**src/rtl/score_counter_if.sv**
```systemverilog
// Signal bundle between the game controller and score_counter: control pulses and digit
// read-out in, BCD score/status out. CONV sets the low bit index of i_hpos.
interface score_counter_if #(
  parameter int CONV = 0
);
  logic            i_frame_tick;
  logic            i_start;
  logic            i_game_over;
  logic [1:0]      i_digit_sel;
  logic [9:CONV]   i_hpos;
  logic [3:0]      o_num;
  logic            o_blank;
  logic [15:0]     o_score;
  logic [15:0]     o_hi_score;
  logic            o_milestone;
  logic            o_running;

  modport master (
    output i_frame_tick, i_start, i_game_over, i_digit_sel, i_hpos,
    input  o_num, o_blank, o_score, o_hi_score, o_milestone, o_running
  );

  modport slave (
    input  i_frame_tick, i_start, i_game_over, i_digit_sel, i_hpos,
    output o_num, o_blank, o_score, o_hi_score, o_milestone, o_running
  );
endinterface

```
**src/rtl/score_counter.sv**
```systemverilog
// Four-digit BCD run score with frame-tick prescaler, saturation at 9999, hundred
// milestones and registered digit read-out. Define SCORE_HISCORE_EN for the best-score register.
module score_counter #(
  parameter int CONV     = 0,
  parameter int TICK_DIV = 6
) (
  input  logic           clk,
  input  logic           rst_n,
  score_counter_if.slave bus
);

  if (TICK_DIV < 1 || TICK_DIV > 63 || CONV < 0 || CONV > 9) begin : g_param_check
    $error("score_counter: TICK_DIV must be 1..63 and CONV 0..9");
  end

  localparam logic [5:0] PRE_LAST = 6'(TICK_DIV - 1);

  typedef enum logic [1:0] {
    IDLE = 2'd0,
    RUN  = 2'd1,
    OVER = 2'd2
  } state_e;

  state_e      state_q;
  logic [5:0]  pre_q;
  logic [15:0] score_q;
  logic [3:0]  num_q;
  logic        blank_q;
  logic        mile_q;
  logic        run_q;

  logic [15:0] score_inc_d;
  logic        score_sat_d;
  logic [3:0]  num_d;
  logic        blank_d;

  // Ripple BCD +1: a digit at 9 wraps to 0 and carries into the next one.
  function automatic logic [15:0] bcd_inc(input logic [15:0] v);
    logic [15:0] r;
    logic        c;
    r = v;
    c = 1'b1;
    for (int i = 0; i < 4; i++) begin
      if (c) begin
        if (v[i*4 +: 4] == 4'd9) begin
          r[i*4 +: 4] = 4'd0;
        end else begin
          r[i*4 +: 4] = v[i*4 +: 4] + 4'd1;
          c = 1'b0;
        end
      end
    end
    return r;
  endfunction

  function automatic logic [3:0] digit_of(input logic [15:0] v, input logic [1:0] s);
    logic [3:0] d;
    case (s)
      2'd0:    d = v[3:0];
      2'd1:    d = v[7:4];
      2'd2:    d = v[11:8];
      default: d = v[15:12];
    endcase
    return d;
  endfunction

  // A digit is a leading zero when it and everything above it are zero; ones always shows.
  function automatic logic blank_of(input logic [15:0] v, input logic [1:0] s);
    logic b;
    case (s)
      2'd0:    b = 1'b0;
      2'd1:    b = (v[15:4] == 12'd0);
      2'd2:    b = (v[15:8] == 8'd0);
      default: b = (v[15:12] == 4'd0);
    endcase
    return b;
  endfunction

  always_comb begin
    score_inc_d = bcd_inc(score_q);
    score_sat_d = (score_q == 16'h9999);
    num_d       = digit_of(score_q, bus.i_digit_sel);
    blank_d     = blank_of(score_q, bus.i_digit_sel);
  end

`ifdef SCORE_HISCORE_EN
  logic [15:0] hi_q;
  assign bus.o_hi_score = hi_q;
`else
  assign bus.o_hi_score = 16'h0000;
`endif

  always_ff @(posedge clk) begin
    if (!rst_n) begin
      state_q <= IDLE;
      pre_q   <= 6'd0;
      score_q <= 16'h0000;
      num_q   <= 4'd0;
      blank_q <= 1'b0;
      mile_q  <= 1'b0;
      run_q   <= 1'b0;
`ifdef SCORE_HISCORE_EN
      hi_q    <= 16'h0000;
`endif
    end else begin
      num_q   <= num_d;
      blank_q <= blank_d;
      mile_q  <= 1'b0;
      case (state_q)
        IDLE, OVER: begin
          if (bus.i_start) begin
            state_q <= RUN;
            run_q   <= 1'b1;
            pre_q   <= 6'd0;
            score_q <= 16'h0000;
          end
        end
        RUN: begin
          // Game over beats both a same-cycle start and a scoring tick.
          if (bus.i_game_over) begin
            state_q <= OVER;
            run_q   <= 1'b0;
`ifdef SCORE_HISCORE_EN
            // Valid BCD orders the same as plain binary, so a packed compare is digit-wise.
            if (score_q > hi_q) begin
              hi_q <= score_q;
            end
`endif
          end else if (bus.i_frame_tick) begin
            if (pre_q == PRE_LAST) begin
              pre_q <= 6'd0;
              if (!score_sat_d) begin
                score_q <= score_inc_d;
                mile_q  <= (score_inc_d[7:0] == 8'h00);
              end
            end else begin
              pre_q <= pre_q + 6'd1;
            end
          end
        end
        default: begin
          state_q <= IDLE;
          run_q   <= 1'b0;
        end
      endcase
    end
  end

  assign bus.o_score     = score_q;
  assign bus.o_num       = num_q;
  assign bus.o_blank     = blank_q;
  assign bus.o_milestone = mile_q;
  assign bus.o_running   = run_q;

endmodule

```
**src/flat_wrapper.sv**
```systemverilog
// flat-port wrapper written by rule: the top's interface ports become plain ports
module score_counter_flat 
#(
  parameter int CONV     = 0,
  parameter int TICK_DIV = 6
)
  (clk, rst_n, bus_i_frame_tick, bus_i_start, bus_i_game_over, bus_i_digit_sel, bus_i_hpos, bus_o_num, bus_o_blank, bus_o_score, bus_o_hi_score, bus_o_milestone, bus_o_running);
  score_counter_if #(.CONV(CONV)) bus_i ();
  input  logic clk;
  input  logic rst_n;
  input wire logic [$bits(bus_i.i_frame_tick)-1:0] bus_i_frame_tick;
  input wire logic [$bits(bus_i.i_start)-1:0] bus_i_start;
  input wire logic [$bits(bus_i.i_game_over)-1:0] bus_i_game_over;
  input wire logic [$bits(bus_i.i_digit_sel)-1:0] bus_i_digit_sel;
  input wire logic [$bits(bus_i.i_hpos)-1:0] bus_i_hpos;
  output wire logic [$bits(bus_i.o_num)-1:0] bus_o_num;
  output wire logic [$bits(bus_i.o_blank)-1:0] bus_o_blank;
  output wire logic [$bits(bus_i.o_score)-1:0] bus_o_score;
  output wire logic [$bits(bus_i.o_hi_score)-1:0] bus_o_hi_score;
  output wire logic [$bits(bus_i.o_milestone)-1:0] bus_o_milestone;
  output wire logic [$bits(bus_i.o_running)-1:0] bus_o_running;
  assign bus_i.i_frame_tick = bus_i_frame_tick;
  assign bus_i.i_start = bus_i_start;
  assign bus_i.i_game_over = bus_i_game_over;
  assign bus_i.i_digit_sel = bus_i_digit_sel;
  assign bus_i.i_hpos = bus_i_hpos;
  assign bus_o_num = bus_i.o_num;
  assign bus_o_blank = bus_i.o_blank;
  assign bus_o_score = bus_i.o_score;
  assign bus_o_hi_score = bus_i.o_hi_score;
  assign bus_o_milestone = bus_i.o_milestone;
  assign bus_o_running = bus_i.o_running;
  score_counter #(.CONV(CONV), .TICK_DIV(TICK_DIV)) u_core (.clk(clk), .rst_n(rst_n), .bus(bus_i));
endmodule
```
**config.mk**
```make
export PLATFORM = sky130hd
export DESIGN_NAME = score_counter_flat
export DESIGN_NICKNAME = d
export VERILOG_FILES = /design/src/rtl/score_counter_if.sv /design/src/rtl/score_counter.sv /design/src/flat_wrapper.sv
export SDC_FILE = /design/constraint.sdc
export NUM_CORES = 1
export LEC_CHECK = 0
export BUFFER_PORTS_ARGS = -buffer_cell sky130_fd_sc_hd__buf_2
export CAP_MARGIN = 20
export CORE_MARGIN = 8
export CORE_UTILIZATION = 46
export DETAILED_ROUTE_END_ITERATION = 8
export HOLD_SLACK_MARGIN = 0.03
export MAX_ROUTING_LAYER = met4
export PLACE_DENSITY = 0.69
export SYNTH_ARGS = -nofsm -noshare
export SYNTH_HDL_FRONTEND = slang
export SYNTH_SLANG_ARGS = --single-unit
```
**constraint.sdc**
```tcl
create_clock -name clk -period 2.4 [get_ports clk]
set_input_delay 0.48 -clock clk [delete_from_list [all_inputs] [get_ports clk]]
set_output_delay 0.48 -clock clk [all_outputs]
set_load 0.005 [all_outputs]
```
Yosys cells after proc, flatten, opt, wreduce, memory -nomap -nowiden. Cells that the tools add are included. Widths: inputs -> output; s select.

$add $sub $neg: 5. Equal/unequal tests: 18. Mux-type cells: 31. Bitwise gates (word level): 4. Reduce and logical (&&, ||, !) cells: 14.

Operators by type and width (number): $mux 16 (5); $pmux 16 s2 (1); $mux 4 (7); $mux 6 (4); $add 4x1->4 const B (4); $eq 16x16->1 const B (1); $eq 4x4->1 const B (4); $logic_not 8->1 (2); $reduce_and 7->1 (2); $logic_not 12->1 (1); $pmux 4 s3 (1); $pmux 6 s2 (1); $ne 2x2->1 const B (5); $mux 1 (7); $add 6x1->6 const B (1); $eq 6x3->1 const B (1); $ne 2x1->1 const B (3); $reduce_and 6->1 (1); $reduce_or 6->1 (1); $eq 2x1->1 const B (2); $eq 2x2->1 const B (2); $logic_not 2->1 (2); $logic_not 4->1 (1); $mux 2 (2); 8 further kinds (11).

Flip-flop bits (word level): 31. Input port bits: 17. Output and inout port bits: 39. Logic and storage cells: 81.

Logic depth before layout (Yosys ltp).
Depth in word-level cells: 10. Depth in mapped cells: 9. Gate-level depth less buffers: 7.

Least setup slack after synthesis. No wires, ideal clock.

Path type: reg-to-reg. Start point: reg u_core.score_q[1], in the netlist u_core.bus.o_score[1]. End point: reg u_core.score_q[2], in the netlist u_core.bus.o_score[2]. Arrival: 1.615 ns. Required time: 2.265 ns. Path slack: 0.651 ns. Stages on the path, launching flop included: 9. Path buffers: 1. Clock period less this slack: 1.749 ns. Cells stage by stage: dfxtp_1 inv_1 ha_1 and4b_2 nand4b_4 a21oi_2 buf_6 o311ai_0 o21ai_0.

Cells in the longest elaborated chain, start to end: 7.

RTL lines: start: declaration (line score_counter.sv:26) `logic [15:0] score_q;`; start signal: assignment (line score_counter.sv:133) `score_q <= score_inc_d;`; $add 4x1->4 / $eq 4x4->1 (equally long branches) (line score_counter.sv:48, score_counter.sv:45); $mux 4 (line score_counter.sv:45) `if (v[i*4 +: 4] == 4'd9) begin`; $mux 16 (line score_counter.sv:132) `if (!score_sat_d) begin`; $mux 16 (line score_counter.sv:130) `if (pre_q == PRE_LAST) begin`; $mux 16 (line score_counter.sv:129) `end else if (bus.i_frame_tick) begin`; $mux 16 (line score_counter.sv:120) `if (bus.i_game_over) begin`; $pmux 16 s2 (line score_counter.sv:109) `case (state_q)`.

Several ways; a longest one is shown, not always the timed one. The select of a mux whose other input is x is not followed. A chain may end at the register's enable or synchronous reset.

Worst setup path after layout.
Start point: reg u_core.score_q[0], in the netlist u_core.bus.o_score[0]. End point: reg u_core.score_q[8], in the netlist u_core.bus.o_score[8].

Cells in the longest elaborated chain, start to end: 5.

RTL lines: $eq 4x4->1 (line score_counter.sv:45); $mux 1 (line score_counter.sv:45); $mux 1 (line score_counter.sv:44) `if (c) begin`; $ne 2x1->1 (no source line); $reduce_and 7->1 (no source line) (*).

Mark *: on every way between the ends. The rest lies on a longest branch, timed or not.

==> results.sh <==
export IMPL_status="finished, final reports clean"
export IMPL_ys_seq_elements=31
export IMPL_diodes=0
export IMPL_overflow=0
export IMPL_hold_viol=0
export IMPL_syn_avg_cell_area_um2=9.20
export IMPL_dp_cells=295
export IMPL_dieWidth_um=83.1
export IMPL_avgViaCountPerCell=5.58
export IMPL_detailedPlace_worstSlack_ns=0.445
export IMPL_hold_buffers=0
export IMPL_place_hpwl_um=3310
export IMPL_crit_type="flip-flop to flip-flop"
export IMPL_port_buffers=29
export IMPL_synthCells=225
export IMPL_cts_buffers=5
export IMPL_grt_antenna_before_repair=0
export IMPL_clk_transition_reported_paths_ns=0.07
export IMPL_period_minus_slack_ns=1.96
export IMPL_gp_congestion=0.846
export IMPL_drive_gt1_share_pct=24.3
export IMPL_synthToLayoutAreaGrowth_pct=8.34
export IMPL_cp_max_fo=8
export IMPL_cts_setup_buffers=0
export IMPL_finalNonFillerCells=303
export IMPL_crit_path_end_kind="flip-flop"
export IMPL_first_pass_iters=4
export IMPL_cpPeakStageDelay_ns=0.46
export IMPL_post_route_cell_area_um2=2240
export IMPL_timing_final_ws_setup_ns=0.436
export IMPL_drc_errors=0
export IMPL_h_tree_depth=2
export IMPL_synth_edff_count=0
export IMPL_power_leakage_nw=0.976
export IMPL_postRouteAntennaNets=0
export IMPL_coreArea_um2=4350
export IMPL_yosysWarnings=0
export IMPL_ir_drop_uv=234
export IMPL_cts_sinks=31
export IMPL_clkLatencyLatePin_ns=0.28
export IMPL_vias=1691
export IMPL_clock_path_buffers=2
export IMPL_finalCritPeriodShare_pct=81.8
export IMPL_p_total_mw=1.12
export IMPL_grt_pass1_wl_um=7560
export IMPL_ff_latch_area_um2=621
export IMPL_drt_iter0_markers=92
export IMPL_rsz0062_at_grt="false"
export IMPL_synth_area_um2=2070
export IMPL_slowest_stage="dfxtp_1"
export IMPL_powerDensity_nw_per_um2=500
export IMPL_die_area_um2=6900
export IMPL_worst_ep_required_time_ns=2.61
export IMPL_cts_tree="built"
export IMPL_nets=277
export IMPL_fillers=416
export IMPL_dieHeight_um=83.1
export IMPL_cp_start_kind="flip-flop"
export IMPL_start_util_pct=47.6
export IMPL_setup_violations=0
export IMPL_synthFlopType="dfxtp_1"
export IMPL_synth_seq_area_share_pct=30.0
export IMPL_ys_types=65
export IMPL_path_cells="ha_1, and4b_2, nand4b_4, a21oi_2, buf_4, o21ai_0, a21boi_1"
export IMPL_cts_resized=0
export IMPL_maxCapViolations=0
export IMPL_postPlaceCellArea_um2=2140
export IMPL_io_pins=56
export IMPL_grt_max_degree=21
export IMPL_tns_ns=0
export IMPL_clock_tree_root_cell="clkbuf_8"
export IMPL_clock_skew_ns=0.00561
export IMPL_wirelength_um=4390
export IMPL_rows=24
export IMPL_min_path_type="input pin to flip-flop"
export IMPL_synthArstFlopShare_pct=0
export IMPL_wl_per_cell_um=14.5
export IMPL_arrival_ns=2.18
export IMPL_grt_usage_pct=13.1
export IMPL_drv_slew=0
export IMPL_multi_input_area_um2=1260
export IMPL_grt_pass1_vias=1582
export IMPL_fmax_mhz=509
==> state kept, by name, summed over array words and instances, names as in the netlist <==
| name | cells |
|---|---|
| u_core.bus.o_score | 16 |
| u_core.state_q | 2 |
| u_core.bus.o_milestone | 1 |
| u_core.bus.o_num | 4 |
| u_core.bus.o_running | 1 |
| u_core.pre_q | 6 |
| u_core.bus.o_blank | 1 |
==> worst max-delay path, delay by kind of cell, from the launching register on <==
family	cells	cell delay, ns
AND/OR/NAND/NOR	2	0.45
AO/OA/AOI/OAI	3	0.51
buffers and inverters	1	0.21
flip-flops	1	0.46
adder cells (fa/ha/maj)	1	0.27
==> cells in the mapped netlist, types with 5 or more instances <==
master	n	share of area [%]
dfxtp_1	31	30
nand2_1	20	3.6
buf_4	18	6.5
nor2_1	14	2.5
o21ai_0	11	2.7
ha_1	10	6.0
nand3_1	8	1.9
inv_1	7	1.3
and2_1	6	1.8
a21boi_1	5	1.8
xnor2_1	5	2.1
==> layout by cell type, fill, tap and decap left out, types with 5 or more instances in the layout <==
cell type   n
a21boi_1    5
and2_1      6
buf_2      29
clkbuf_8    7
conb_1     16
dfxtp_1    31
ha_1       10
inv_1       7
nand2_1    20
nand3_1     8
nor2_1     14
o21ai_0    11
xnor2_1     5
==> routing by layer <==
| layer | vias up | GRT usage, % | wire, um |
|---|---|---|---|
| met4 | 0 | 5.91 | 80 |
| met5 | - | - | 0 |
| met1 | 806 | 16.8 | 2050 |
| met3 | 9 | 3.22 | 221 |
| li1 | 821 | - | - |
| met2 | 55 | 18.9 | 2040 |
==> power by group <==
part | leakage (nW) | internal, mW | switching (mW)
combinational | 0.674 | 0.0485 | 0.0796
clock | 0.0515 | 0.262 | 0.194
sequential | 0.251 | 0.526 | 0.0133
==> logic make-up (layout without fill, tap and decap cells) <==
logic type | Yosys count | after routing | synth area share [%]
buffers and inverters | 36 | 47 | 11.7
xor gates and xnor gates | 9 | 9 | 3.81
and+or+nand+nor | 84 | 84 | 25.1
AOI/OAI and AO/OA | 46 | 46 | 16.7
DFF | 31 | 31 | 30.0
muxes | 8 | 8 | 6.47
other | 1 | 16 | 0.181
adders and majority gates | 10 | 10 | 6.04
==> final cells by class <==
| cell class | instances | area share (%) |
|---|---|---|
| multi-input cells | 173 | 56.3 |
| inverters | 7 | 1.17 |
| well taps | 52 | 2.90 |
| clock buffers | 8 | 4.46 |
| flip-flops and latches | 31 | 27.7 |
| repair buffers | 32 | 7.47 |
==> worst paths after layout <==
path,start,end,slack (ns),cells after the start
setup / recovery,u_core.bus.o_score[0],u_core.bus.o_score[8],0.44,7
hold / removal,bus_i_game_over,u_core.state_q[1],0.49,3
setup reg to reg,u_core.bus.o_score[0],u_core.bus.o_score[8],0.44,7
hold reg to reg,u_core.pre_q[1],u_core.pre_q[1],0.53,2
==> metrics by stage <==
stage / utilization, % / hold WS (ns)
after global placement: 49.2 / 0.507
after floorplan: - / 0.480
after CTS: 51.5 / 0.475
after global routing: 51.5 / 0.508
final: 51.5 / 0.486
after detailed placement: 49.2 / 0.520
No activity file was read; power rests on OpenSTA's default activity.
